`config.mk`:
```
export PLATFORM = sky130hd
export DESIGN_NAME = exec_core_flat
export DESIGN_NICKNAME = d
export VERILOG_FILES = /design/src/rtl/exec_core_if.sv /design/src/rtl/exec_core.sv /design/src/flat_wrapper.sv
export SDC_FILE = /design/constraint.sdc
export NUM_CORES = 1
export LEC_CHECK = 0
export BUFFER_PORTS_ARGS = -buffer_cell sky130_fd_sc_hd__buf_2
export CAP_MARGIN = 30
export CORE_MARGIN = 10
export CORE_UTILIZATION = 35
export CTS_CLUSTER_SIZE = 30
export DETAILED_ROUTE_END_ITERATION = 10
export PLACE_DENSITY = 0.56
export SLEW_MARGIN = 40
export SYNTH_ARGS = -nofsm -noshare
export SYNTH_HDL_FRONTEND = slang
export SYNTH_SLANG_ARGS = --single-unit
```
`constraint.sdc`:
```
create_clock -name clk -period 8.2 [get_ports clk]
set_input_delay 0.82 -clock clk [delete_from_list [all_inputs] [get_ports clk]]
set_output_delay 0.82 -clock clk [all_outputs]
set_load 0.01 [all_outputs]
```
`src/rtl/exec_core_if.sv`:
```
// Bus between the execute core and its external instruction memory,
// register file and data memory. The core is the master side.
interface exec_core_if #(
  parameter int PC_WIDTH = 16
) ();
  logic [31:0]         instr;
  logic [PC_WIDTH-1:0] pc;
  logic [4:0]          rf_raddr1;
  logic [4:0]          rf_raddr2;
  logic [31:0]         rf_rdata1;
  logic [31:0]         rf_rdata2;
  logic                rf_we;
  logic [4:0]          rf_waddr;
  logic [31:0]         rf_wdata;
  logic [31:0]         dmem_addr;
  logic                dmem_we;
  logic [31:0]         dmem_wdata;
  logic [31:0]         dmem_rdata;
  logic                alu_zero;

  modport master (
    input  instr, rf_rdata1, rf_rdata2, dmem_rdata,
    output pc, rf_raddr1, rf_raddr2, rf_we, rf_waddr, rf_wdata,
           dmem_addr, dmem_we, dmem_wdata, alu_zero
  );

  modport slave (
    output instr, rf_rdata1, rf_rdata2, dmem_rdata,
    input  pc, rf_raddr1, rf_raddr2, rf_we, rf_waddr, rf_wdata,
           dmem_addr, dmem_we, dmem_wdata, alu_zero
  );
endinterface

```
`src/rtl/exec_core.sv`:
```
// Single-cycle MIPS-style execute/control datapath. Decodes the current
// instruction, drives register-file and data-memory controls combinationally
// and holds the word-addressed program counter, its only state.
module exec_core #(
  parameter int PC_WIDTH = 16,
  parameter int RESET_PC = 0
) (
  input  logic        clk,
  input  logic        rst,
  exec_core_if.master bus
);

  localparam logic [5:0] OP_RTYPE = 6'h00;
  localparam logic [5:0] OP_J     = 6'h02;
  localparam logic [5:0] OP_BEQ   = 6'h04;
  localparam logic [5:0] OP_BNE   = 6'h05;
  localparam logic [5:0] OP_ADDI  = 6'h08;
  localparam logic [5:0] OP_ANDI  = 6'h0C;
  localparam logic [5:0] OP_ORI   = 6'h0D;
  localparam logic [5:0] OP_LW    = 6'h23;
  localparam logic [5:0] OP_SW    = 6'h2B;

  localparam logic [5:0] FN_SLL = 6'h00;
  localparam logic [5:0] FN_SRL = 6'h02;
  localparam logic [5:0] FN_ADD = 6'h20;
  localparam logic [5:0] FN_SUB = 6'h22;
  localparam logic [5:0] FN_AND = 6'h24;
  localparam logic [5:0] FN_OR  = 6'h25;
  localparam logic [5:0] FN_SLT = 6'h2A;

  logic [5:0]  opcode;
  logic [4:0]  rs, rt, rd, shamt;
  logic [5:0]  funct;
  logic [15:0] imm;
  logic [31:0] simm, zimm;
  logic [31:0] op_a, op_b;

  assign opcode = bus.instr[31:26];
  assign rs     = bus.instr[25:21];
  assign rt     = bus.instr[20:16];
  assign rd     = bus.instr[15:11];
  assign shamt  = bus.instr[10:6];
  assign funct  = bus.instr[5:0];
  assign imm    = bus.instr[15:0];
  assign simm   = {{16{imm[15]}}, imm};
  assign zimm   = {16'h0000, imm};
  assign op_a   = bus.rf_rdata1;
  assign op_b   = bus.rf_rdata2;

  logic [31:0]         alu_res;
  logic                wr_en, mem_rd, mem_wr, is_beq, is_bne, is_j;
  logic [4:0]          waddr;
  logic [PC_WIDTH-1:0] pc_q, pc_d, pc_inc;

  // Instruction decode and ALU.
  always_comb begin
    // NOTE: every output of this block gets a default first so no path
    // through the case statements leaves a value held (no latch).
    alu_res = '0;
    wr_en   = 1'b0;
    waddr   = rt;
    mem_rd  = 1'b0;
    mem_wr  = 1'b0;
    is_beq  = 1'b0;
    is_bne  = 1'b0;
    is_j    = 1'b0;
    case (opcode)
      OP_RTYPE: begin
        waddr = rd;
        wr_en = 1'b1;
        case (funct)
          FN_ADD:  alu_res = op_a + op_b;
          FN_SUB:  alu_res = op_a - op_b;
          FN_AND:  alu_res = op_a & op_b;
          FN_OR:   alu_res = op_a | op_b;
          FN_SLL:  alu_res = op_b << shamt;
          FN_SRL:  alu_res = op_b >> shamt;
          FN_SLT:  alu_res = {31'd0, $signed(op_a) < $signed(op_b)};
          default: wr_en   = 1'b0;
        endcase
      end
      OP_ADDI: begin alu_res = op_a + simm; wr_en = 1'b1; end
      OP_ANDI: begin alu_res = op_a & zimm; wr_en = 1'b1; end
      OP_ORI:  begin alu_res = op_a | zimm; wr_en = 1'b1; end
      OP_LW:   begin alu_res = op_a + simm; wr_en = 1'b1; mem_rd = 1'b1; end
      OP_SW:   begin alu_res = op_a + simm; mem_wr = 1'b1; end
      OP_BEQ:  begin alu_res = op_a - op_b; is_beq = 1'b1; end
      OP_BNE:  begin alu_res = op_a - op_b; is_bne = 1'b1; end
      OP_J:    is_j = 1'b1;
      default: ;
    endcase
  end

  // Register-file and data-memory controls; writes are squashed during reset
  // and register 0 is never written.
  assign bus.rf_raddr1  = rs;
  assign bus.rf_raddr2  = rt;
  assign bus.alu_zero   = (alu_res == 32'd0);
  assign bus.rf_waddr   = waddr;
  assign bus.rf_wdata   = mem_rd ? bus.dmem_rdata : alu_res;
  assign bus.rf_we      = wr_en && (waddr != 5'd0) && !rst;
  assign bus.dmem_addr  = (mem_rd || mem_wr) ? alu_res : 32'd0;
  assign bus.dmem_we    = mem_wr && !rst;
  assign bus.dmem_wdata = op_b;
  assign bus.pc         = pc_q;

  // Next-PC selection; all PC arithmetic wraps at PC_WIDTH bits.
  always_comb begin
    pc_inc = pc_q + PC_WIDTH'(1);
    pc_d   = pc_inc;
    if (is_j)
      pc_d = PC_WIDTH'(zimm);
    else if ((is_beq && bus.alu_zero) || (is_bne && !bus.alu_zero))
      pc_d = pc_inc + PC_WIDTH'(simm);
  end

  // Program counter register with synchronous reset.
  always_ff @(posedge clk) begin
    // NOTE: sequential state uses non-blocking assignment so every flop
    // samples pre-edge values regardless of block ordering.
    if (rst) pc_q <= PC_WIDTH'(RESET_PC);
    else     pc_q <= pc_d;
  end

endmodule

```
`src/flat_wrapper.sv`:
```
// flat-port wrapper written by rule: the top's interface ports become plain ports
module exec_core_flat 
#(
  parameter int PC_WIDTH = 16,
  parameter int RESET_PC = 0
)
  (clk, rst, bus_instr, bus_rf_rdata1, bus_rf_rdata2, bus_dmem_rdata, bus_pc, bus_rf_raddr1, bus_rf_raddr2, bus_rf_we, bus_rf_waddr, bus_rf_wdata, bus_dmem_addr, bus_dmem_we, bus_dmem_wdata, bus_alu_zero);
  exec_core_if #(.PC_WIDTH(PC_WIDTH)) bus_i ();
  input  logic clk;
  input  logic rst;
  input wire logic [$bits(bus_i.instr)-1:0] bus_instr;
  input wire logic [$bits(bus_i.rf_rdata1)-1:0] bus_rf_rdata1;
  input wire logic [$bits(bus_i.rf_rdata2)-1:0] bus_rf_rdata2;
  input wire logic [$bits(bus_i.dmem_rdata)-1:0] bus_dmem_rdata;
  output wire logic [$bits(bus_i.pc)-1:0] bus_pc;
  output wire logic [$bits(bus_i.rf_raddr1)-1:0] bus_rf_raddr1;
  output wire logic [$bits(bus_i.rf_raddr2)-1:0] bus_rf_raddr2;
  output wire logic [$bits(bus_i.rf_we)-1:0] bus_rf_we;
  output wire logic [$bits(bus_i.rf_waddr)-1:0] bus_rf_waddr;
  output wire logic [$bits(bus_i.rf_wdata)-1:0] bus_rf_wdata;
  output wire logic [$bits(bus_i.dmem_addr)-1:0] bus_dmem_addr;
  output wire logic [$bits(bus_i.dmem_we)-1:0] bus_dmem_we;
  output wire logic [$bits(bus_i.dmem_wdata)-1:0] bus_dmem_wdata;
  output wire logic [$bits(bus_i.alu_zero)-1:0] bus_alu_zero;
  assign bus_i.instr = bus_instr;
  assign bus_i.rf_rdata1 = bus_rf_rdata1;
  assign bus_i.rf_rdata2 = bus_rf_rdata2;
  assign bus_i.dmem_rdata = bus_dmem_rdata;
  assign bus_pc = bus_i.pc;
  assign bus_rf_raddr1 = bus_i.rf_raddr1;
  assign bus_rf_raddr2 = bus_i.rf_raddr2;
  assign bus_rf_we = bus_i.rf_we;
  assign bus_rf_waddr = bus_i.rf_waddr;
  assign bus_rf_wdata = bus_i.rf_wdata;
  assign bus_dmem_addr = bus_i.dmem_addr;
  assign bus_dmem_we = bus_i.dmem_we;
  assign bus_dmem_wdata = bus_i.dmem_wdata;
  assign bus_alu_zero = bus_i.alu_zero;
  exec_core #(.PC_WIDTH(PC_WIDTH), .RESET_PC(RESET_PC)) u_core (.clk(clk), .rst(rst), .bus(bus_i));
endmodule
```
==> metrics.cfg <==
[cells_and_area]
fin_cells = 2936
n_antenna_cell = 0
syn2layout_area_growth_pct = 9.50
fillCellCount = 4900
design_area_um2 = 17500
largest_reg_flops = 16
drive_above_1_share_pct = 20.2
nets = 2642

[power]
intPower_uw = 537
swShare_pct = 58.6
comb_power_share_pct = 84.8
seq_power_share_pct = 6.5
finalPower_uw = 1300
irDropWorstVdd_uv = 132
clkPwrFrac_pct = 8.7
switchingPower_uw = 761
p_per_area_nw_per_um2 = 74.2
leakage_uw = 0.00746

[clocking]
clk_path_buf_depth = 2
h-tree-depth = 1
hold_buffers = 0
numCtsBuffers = 3
cts.sinks = 16
clk_pin_slew_ns = 0.06
cts_setup_buffers = 0
cts_tree = yes
ctsResizeCount = 0
cts_root_buf = clkbuf_16
insertion_delay_ns = 0.26

[timing]
fin_setup_tns_ns = 0
finalCritPeriodShare_pct = 83.9
finalClockSkew_ns = 0.00281
tightest_slew_ns = 1.03
max_freq_mhz = 145
slew_headroom_pct = 30.9
finalSetupViolations = 0
min_period_ns = 6.88
rsz0062_at_grt = no
slew_viol_final = 0
hold_viol_final = 0

[synthesis]
synthTopCellsByCount = nor2_1 (213), a21oi_1 (178), ha_1 (171)
synth_seq_area_share_pct = 2.01
synth_top_family_by_area = compound AO/OA/AOI/OAI gates
synth_most_common_cell = nor2_1
synthMuxAreaShare_pct = 15.3
postSynthAreaPerCell_um2 = 7.12
yosys.area.top_type = ha_1
synth_seq_cells = 16
synth_xor_area_share_pct = 4.28
ys_types = 102
synth-edff-count = 0
yosys-top-cells-area = ha_1 (13%), mux4_2 (7.8%), a21oi_1 (5.6%)
async_flop_share_pct = 0
synth_area_um2 = 16000
synth_top_cell_area_share_pct = 13.4
synth-simple-area-share_pct = 23.3
synth_nets = 2549
synth-compound-area-share_pct = 31.1
yosys_warnings = 0
synth_fa_ha_area_share_pct = 13.9
netlist_instances = 2244
synth_flop_cell = dfxtp_1

[worst_setup_path]
critPathLaunchType = input port
worstPathArrival_ns = 7.03
path_max_fanout = 40
rr_worst_depth = 16
rr_endpoint = u_core.bus.pc[15]
critPathKind = in2reg
cp.required_ns = 8.35
r2r_start = u_core.bus.pc[0]
r2r_setup_slack_ns = 3.88
endpoint_kind = flip-flop

[die]
rows = 78
fp.dieH_um = 234
start_util_pct = 35.3
die_area_um2 = 54600
die_w_um = 234
core_um2 = 45300
io_pins = 260

[global_routing]
grt_overflow_total = 0
grt_max_degree = 64
antenna_found_initial = 5
grt_pass1_wl_um = 129000
grt_pass1_vias = 18900
track_usage_pct = 31.5

[min_path]
hold_start = u_core.bus.pc[10]
holdPathEnd = u_core.bus.pc[10]
worstHoldPathCells = 3
min_path_type = reg2reg

[drt]
drtPass1Iterations = 7
via_per_inst = 6.62
vias = 19400
wl_um = 90800
drc = 0
antenna_left = 0
drtIter0Drc = 2276
wl_per_cell_um = 30.9

[placement]
place_hpwl_um = 72700
dp_cells = 2932
gp_congestion = 1.04
portBuffers = 249
place_area_um2 = 17300

[outcome]
status = complete, no violations

[flow_run]
drv_cap = 0

## cell families after synthesis
logic type	Yosys count
AO/OA/AOI/OAI	718
multiplexers	165
XOR/XNOR	78
AND/OR/NAND/NOR	742
buffers and inverters	350
flip-flops	16
adder cells (fa/ha/maj)	175
## power groups by stage
stage	clock, uW	sequential [uW]	combinational, uW
detailed placement	0	86.0	1060
CTS	113	84.5	1070
finish	113	84.5	1100
floorplan	0	86.2	700
global placement	0	86.0	1060
global route	114	84.9	1170
## per-layer routing
metal	wire length (um)	GRT usage, %	vias to the layer above	share of wire, %
li1	-	-	8584	-
met1	35600	38.6	9378	39
met2	40700	50.7	1179	45
met3	8210	5.80	290	9.0
met4	6250	18.8	8	6.9
met5	54	0	-	0.059
## critical path: stages
cell       delay, ns
buf_4           0.47
buf_4           0.46
mux4_2          0.60
mux2i_1         0.43
nor2_1          0.21
o311a_1         0.33
a211oi_1        0.74
nand4_1         0.30
nor4_1          0.54
and4_1          0.29
nand4b_1        0.25
or3_4           0.48
a21oi_4         0.18
buf_4           0.36
o221ai_1        0.21
a2111oi_2       0.31
## through the flow
step	hold slack [ns]	utilization (%)	setup WS, ns
after detailed placement	0.707	38.3	1.28
final	0.738	38.6	1.32
after CTS	0.723	38.5	1.51
after global placement	0.691	38.2	0.994
after floorplan	0.721	-	2.50
after global routing	0.767	38.6	1.14
## how the worst max path moves through the flow
stage,from,end
3_3_place_gp,bus_instr[7],u_core.bus.pc[15]
5_1_grt,bus_instr[6],u_core.bus.pc[15]
2_1_floorplan,bus_instr[8],u_core.bus.pc[15]
4_1_cts,bus_instr[6],u_core.bus.pc[15]
3_5_place_dp,bus_instr[6],u_core.bus.pc[15]
6_report,bus_instr[6],u_core.bus.pc[15]
## layout by cell type (no fill, tap or decap), types with 21 or more instances in the layout
cell type	count
a21oi_1	178
mux2i_1	63
nor4_1	31
nor2b_1	35
mux2_2	42
nand2_1	156
o221ai_1	29
a21o_1	27
mux4_2	55
nand4_1	34
a31oi_1	26
a211oi_1	44
o21ai_0	104
o21a_1	24
xnor2_1	59
and3_1	21
o22ai_1	33
buf_4	54
nor2_1	211
nand3_1	63
nand2b_1	27
nor3_1	51
buf_2	247
o211ai_1	27
ha_1	171
inv_1	134
## layout make-up
class / count / area (um^2) / area share, %
tap: 600 / 751 / 4.29
sequential: 16 / 320 / 1.83
clock buffer: 4 / 88.8 / 0.508
timing repair buffer: 302 / 1660 / 9.50
multi-input combinational: 1878 / 14200 / 80.9
inverter: 136 / 510 / 2.92
(Power assumes the default switching activity.)
